`src/rtl/piso_tx_arbiter.sv`:
```
`default_nettype none
// ============================================================================
// Module      : piso_tx_arbiter
// Description : Two-requester round-robin scheduler sharing one PISO shift
//               register. Each granted word leaves as a framed serial burst:
//               start bit (0), WIDTH data bits LSB first, stop bit (1).
// Revision    : 1.0 - initial release
// ============================================================================
module piso_tx_arbiter #(
    parameter int WIDTH = 4,
    parameter int DIV   = 1
) (
    input  logic             clk,
    input  logic             rst_n,
    input  logic             req0_valid,
    input  logic [WIDTH-1:0] req0_data,
    output logic             req0_ready,
    input  logic             req1_valid,
    input  logic [WIDTH-1:0] req1_data,
    output logic             req1_ready,
    output logic             so,
    output logic             so_valid,
    output logic             busy,
    output logic             grant_id
);

    // Counter widths and terminal counts
    localparam int c_cyc_w = $clog2(DIV + 1);
    localparam int c_bit_w = $clog2(WIDTH + 1);

    localparam logic [c_cyc_w-1:0] c_cyc_last = c_cyc_w'(DIV - 1);
    localparam logic [c_cyc_w-1:0] c_cyc_one  = c_cyc_w'(1);
    localparam logic [c_cyc_w-1:0] c_cyc_zero = '0;
    localparam logic [c_bit_w-1:0] c_bit_last = c_bit_w'(WIDTH - 1);
    localparam logic [c_bit_w-1:0] c_bit_one  = c_bit_w'(1);
    localparam logic [c_bit_w-1:0] c_bit_zero = '0;

    typedef enum logic [1:0] {
        IDLE  = 2'd0,
        START = 2'd1,
        DATA  = 2'd2,
        STOP  = 2'd3
    } state_t;

    state_t             r_state;
    state_t             w_state_next;
    logic [c_cyc_w-1:0] r_cyc_cnt;
    logic [c_cyc_w-1:0] w_cyc_cnt_next;
    logic [c_bit_w-1:0] r_bit_cnt;
    logic [c_bit_w-1:0] w_bit_cnt_next;
    logic [WIDTH-1:0]   r_shreg;
    logic [WIDTH-1:0]   w_shreg_next;
    logic               r_last;        // index of the last-served requester
    logic               w_idle_ok;
    logic               w_pick1;
    logic               w_hs;
    logic               w_hs_id;
    logic               w_cyc_end;

    // Round-robin arbitration and combinational ready/handshake generation
    always_comb begin
        w_idle_ok  = rst_n & (r_state == IDLE);
        // Requester 1 wins when it is alone, or on a tie when 0 was served last
        w_pick1    = req1_valid & (~req0_valid | ~r_last);
        req0_ready = w_idle_ok & req0_valid & ~w_pick1;
        req1_ready = w_idle_ok & w_pick1;
        w_hs       = (req0_valid & req0_ready) | (req1_valid & req1_ready);
        w_hs_id    = req1_ready;
    end

    // Next-state, shift-register and counter logic
    always_comb begin
        w_state_next   = r_state;
        w_cyc_cnt_next = r_cyc_cnt;
        w_bit_cnt_next = r_bit_cnt;
        w_shreg_next   = r_shreg;
        w_cyc_end      = (r_cyc_cnt == c_cyc_last);

        case (r_state)
            IDLE: begin
                if (w_hs) begin
                    w_state_next = START;
                    w_shreg_next = w_hs_id ? req1_data : req0_data;
                end
            end
            START: begin
                if (w_cyc_end) begin
                    w_state_next = DATA;
                end
            end
            DATA: begin
                if (w_cyc_end) begin
                    // Bit 0 has been presented for DIV cycles; expose the next one
                    w_shreg_next = r_shreg >> 1;
                    if (r_bit_cnt == c_bit_last) begin
                        w_state_next = STOP;
                    end
                end
            end
            STOP: begin
                if (w_cyc_end) begin
                    w_state_next = IDLE;
                end
            end
            default: begin
                w_state_next = IDLE;
            end
        endcase

        // Both counters restart on every state entry; otherwise the cycle
        // counter runs to DIV-1 and the bit counter advances per data bit.
        if (w_state_next != r_state) begin
            w_cyc_cnt_next = c_cyc_zero;
            w_bit_cnt_next = c_bit_zero;
        end else if (r_state != IDLE) begin
            if (w_cyc_end) begin
                w_cyc_cnt_next = c_cyc_zero;
                if (r_state == DATA) begin
                    w_bit_cnt_next = r_bit_cnt + c_bit_one;
                end
            end else begin
                w_cyc_cnt_next = r_cyc_cnt + c_cyc_one;
            end
        end
    end

    // State, counter and shift-register registers
    always_ff @(posedge clk) begin
        if (!rst_n) begin
            r_state   <= IDLE;
            r_cyc_cnt <= c_cyc_zero;
            r_bit_cnt <= c_bit_zero;
            r_shreg   <= '0;
        end else begin
            r_state   <= w_state_next;
            r_cyc_cnt <= w_cyc_cnt_next;
            r_bit_cnt <= w_bit_cnt_next;
            r_shreg   <= w_shreg_next;
        end
    end

    // Arbitration pointer and grant source, updated only on a handshake
    always_ff @(posedge clk) begin
        if (!rst_n) begin
            r_last   <= 1'b1;
            grant_id <= 1'b0;
        end else if (w_hs) begin
            r_last   <= w_hs_id;
            grant_id <= w_hs_id;
        end
    end

    // Registered line outputs, derived from the state being entered so they
    // change on the same edge as the state itself
    always_ff @(posedge clk) begin
        if (!rst_n) begin
            so       <= 1'b1;
            so_valid <= 1'b0;
            busy     <= 1'b0;
        end else begin
            so       <= (w_state_next == DATA) ? w_shreg_next[0]
                                               : (w_state_next != START);
            so_valid <= (w_state_next == DATA);
            busy     <= (w_state_next != IDLE);
        end
    end

    // The arbiter never offers both ports at once
    a_one_ready : assert property (@(posedge clk) !(req0_ready && req1_ready));

endmodule
`default_nettype wire

```
`config.mk`:
```
export PLATFORM = sky130hd
export DESIGN_NAME = piso_tx_arbiter
export DESIGN_NICKNAME = d
export VERILOG_FILES = /design/src/rtl/piso_tx_arbiter.sv
export SDC_FILE = /design/constraint.sdc
export NUM_CORES = 1
export LEC_CHECK = 0
export ABC_AREA = 1
export BUFFER_PORTS_ARGS = -buffer_cell sky130_fd_sc_hd__buf_2
export CAP_MARGIN = 20
export CORE_AREA = 4 4 50 56
export CTS_BUF_LIST = sky130_fd_sc_hd__clkbuf_4
export DETAILED_ROUTE_END_ITERATION = 8
export DIE_AREA = 0 0 54 60
export PLACE_DENSITY = 0.64
export SYNTH_ARGS = -nofsm -noshare
export SYNTH_HDL_FRONTEND = slang
export SYNTH_SLANG_ARGS = --single-unit
```
`constraint.sdc`:
```
create_clock -name clk -period 1.65 [get_ports clk]
set_input_delay 0.165 -clock clk [delete_from_list [all_inputs] [get_ports clk]]
set_output_delay 0.165 -clock clk [all_outputs]
set_load 0.05 [all_outputs]
```
==> reports/results.ini <==
[outcome]
status = completed

[placed_design]
io_buffers = 17
dp_slack_ns = 0.107
place.gp.congestion = 0.795
dp_cells = 145
dp_hpwl_mm = 1.23

[sta]
slew_viol_final = 0
clock_skew_ns = 0.00815
hold_violations = 0
max_clock_freq_mhz = 646
tns_ns = 0
fin_crit_sh_pct = 93.8
worst_slack_ns = 0.102
setup_viol = 0
slew_headroom_pct = 82.6
post-route-min-period_ns = 1.55
rsz0062_at_grt = no
holdWs_ns = 0.139
tightest_slew_ns = 0.261

[setup_path]
start_kind = flop
cp.required_ns = 1.48
cp-end-kind = primary output
critPathKind = reg -> out
cp.arrival_ns = 1.38
cp_max_fo = 6
worst_r2r_path_depth = 7

[grt]
grt_pass1_vias = 667
grt.total_usage_pct = 11.0
grt_max_degree = 10
antenna_found_initial = 0
grt_pass1_wl_mm = 2.65
grt.overflow.total = 0

[finish]
nets = 138
diodes = 0
fillers = 232
drive_above_1_share_pct = 30.0
fin_cells = 150
syn_to_final_growth_pct = 26.0

[drt]
antenna_left = 0
viasPerCell = 4.59
drt_wl_total_mm = 1.62
route.vias.total = 689
wl_per_cell_um = 10.8
drcViolationCount = 0
dr.first_iter.drc_count = 10
dr.pass1.iters = 4

[clocking]
root_buffer = clkbuf_4
htreeDepth = 1
cts_tree = done
clk_latency_ns = 0.28
hold_buffers = 0
cts_sinks = 14
clkTransAtPathRegs_ns = 0.09
cts.path.max_buffers = 2
cts_buffers = 3

[logic_synthesis]
synthMuxAreaShare_pct = 2.68
async_flop_share_pct = 0
synth_top_family_by_area = simple AND/OR/NAND/NOR gates
synthFlopType = dfxtp_1
synth_top_area_share_pct = 37.5
synth_compound_area_share_pct = 8.38
ys_ff_latch = 14
synth_edf_count = 0
synthesis.nets = 116
yosys.area_share.simple_pct = 33.2
synthXorXnorAreaFrac_pct = 1.17
yosysMostFrequentCell = nand2_1
netlist_instances = 99
yosys-top-cells-area = dfxtp_1, nand2_1, ha_1, nor2_1, nand3_1
ys_top_cells_by_count = nand2_1, dfxtp_1, nor2_1
yosysWarnings = 0
synthAdderAreaFrac_pct = 8.38
ys_types = 23
yosys.area.top_type = dfxtp_1
synth_seq_area_share_pct = 37.5
syn_avg_cell_area_um2 = 7.55
syn_area_um2 = 747

[die]
start_util_pct = 33.5
pin_count = 18
core_region_area_um2 = 2230
die_area_um2 = 3240
die_w_um = 54
die_h_um = 60
num_rows = 18

[power_and_ir_drop]
p_int_w = 0.000834
swShare_pct = 46.1
leakage_nw = 0.449
ir_drop_v = 0.000661
pwr-share-seq_pct = 31.3
p_clk_share_pct = 13.0
combPwrFrac_pct = 55.7
power_density_nw_per_um2 = 1640
p_sw_w = 0.000714

[worst_hold_path]
hp-class = in -> reg
worst_hold_path.num_cells = 3

[job]
cap_violations = 0

==> final timing paths <==
check | slack (ns) | to | startpoint
setup / recovery | 0.10 | req0_ready | r_state[0]
hold / removal | 0.14 | r_shreg[3] | req1_data[3]
setup reg to reg | 0.20 | r_bit_cnt[1] | r_bit_cnt[0]
hold reg to reg | 0.47 | grant_id | grant_id
==> layout by cell type (no fill, tap or decap), drive strengths merged, types with 2 or more instances in the layout <==
cell	synthesis	routed
buf	2	19
o21ai	5	5
clkbuf	0	3
nand2	19	19
a21oi	4	4
dfxtp	14	14
inv	14	14
nand3	13	13
mux2i	2	2
ha	5	5
nor2	16	16
==> what timing repair did <==
action	in CTS	in global routing
setup endpoints to repair	2	7
setup buffers	1	0
gates resized for setup	7	3
==> critical path, stage by stage, from the launching register on <==
cell	delay [ns]
dfxtp_1	0.35
inv_2	0.11
ha_4	0.18
nand3_4	0.12
a21oi_4	0.16
buf_6	0.18
==> sequential cells by signal (all words and copies together), names as in the netlist <==
name	count
so	1
busy	1
r_shreg	4
grant_id	1
r_state	2
so_valid	1
r_bit_cnt	3
r_last	1
==> cell type report <==
| cell class | instances | area (um^2) | area share [%] |
|---|---|---|---|
| clock buffer | 3 | 22.5 | 2.39 |
| clock inverter | 1 | 3.75 | 0.399 |
| inverter | 14 | 52.6 | 5.59 |
| multi-input combinational | 69 | 432 | 45.9 |
| sequential | 14 | 280 | 29.8 |
| tap | 30 | 37.5 | 3.99 |
| timing repair buffer | 19 | 113 | 12.0 |
==> power by group through the flow <==
stage	combinational, W	clock, W	sequential, W
after floorplan	0.000497	0	0.000610
after global placement	0.000779	0	0.000484
after detailed placement	0.000788	0	0.000488
after CTS	0.000863	0.000211	0.000481
after global routing	0.000953	0.000227	0.000497
final	0.000863	0.000200	0.000484
==> metrics by stage <==
| step | utilization (%) | cell area (um^2) | power (W) |
|---|---|---|---|
| 2_1_floorplan | - | 754 | 0.00111 |
| 4_1_cts | 42.1 | 938 | 0.00156 |
| 3_5_place_dp | 39.1 | 872 | 0.00128 |
| 5_1_grt | 42.2 | 941 | 0.00168 |
| 3_3_place_gp | 39.1 | 872 | 0.00126 |
| 6_report | 42.2 | 941 | 0.00155 |
==> per-layer routing <==
metal / GRT usage (%) / part of all wire [%] / vias up
li1: - / - / 359
met1: 12.0 / 41 / 308
met2: 20.4 / 52 / 20
met3: 3.74 / 6.1 / 2
met4: 2.14 / 0.80 / 0
met5: 0 / 0 / -
==> cell families (layout without fill, tap and decap cells) <==
kind of cell,after synthesis,count (layout)
simple gates,50,50
buf+inv,16,37
flops,14,14
compound gates,11,11
fa+ha+maj,5,5
mux,2,2
xor+xnor,1,1
Power figures use the tool's default switching activity.
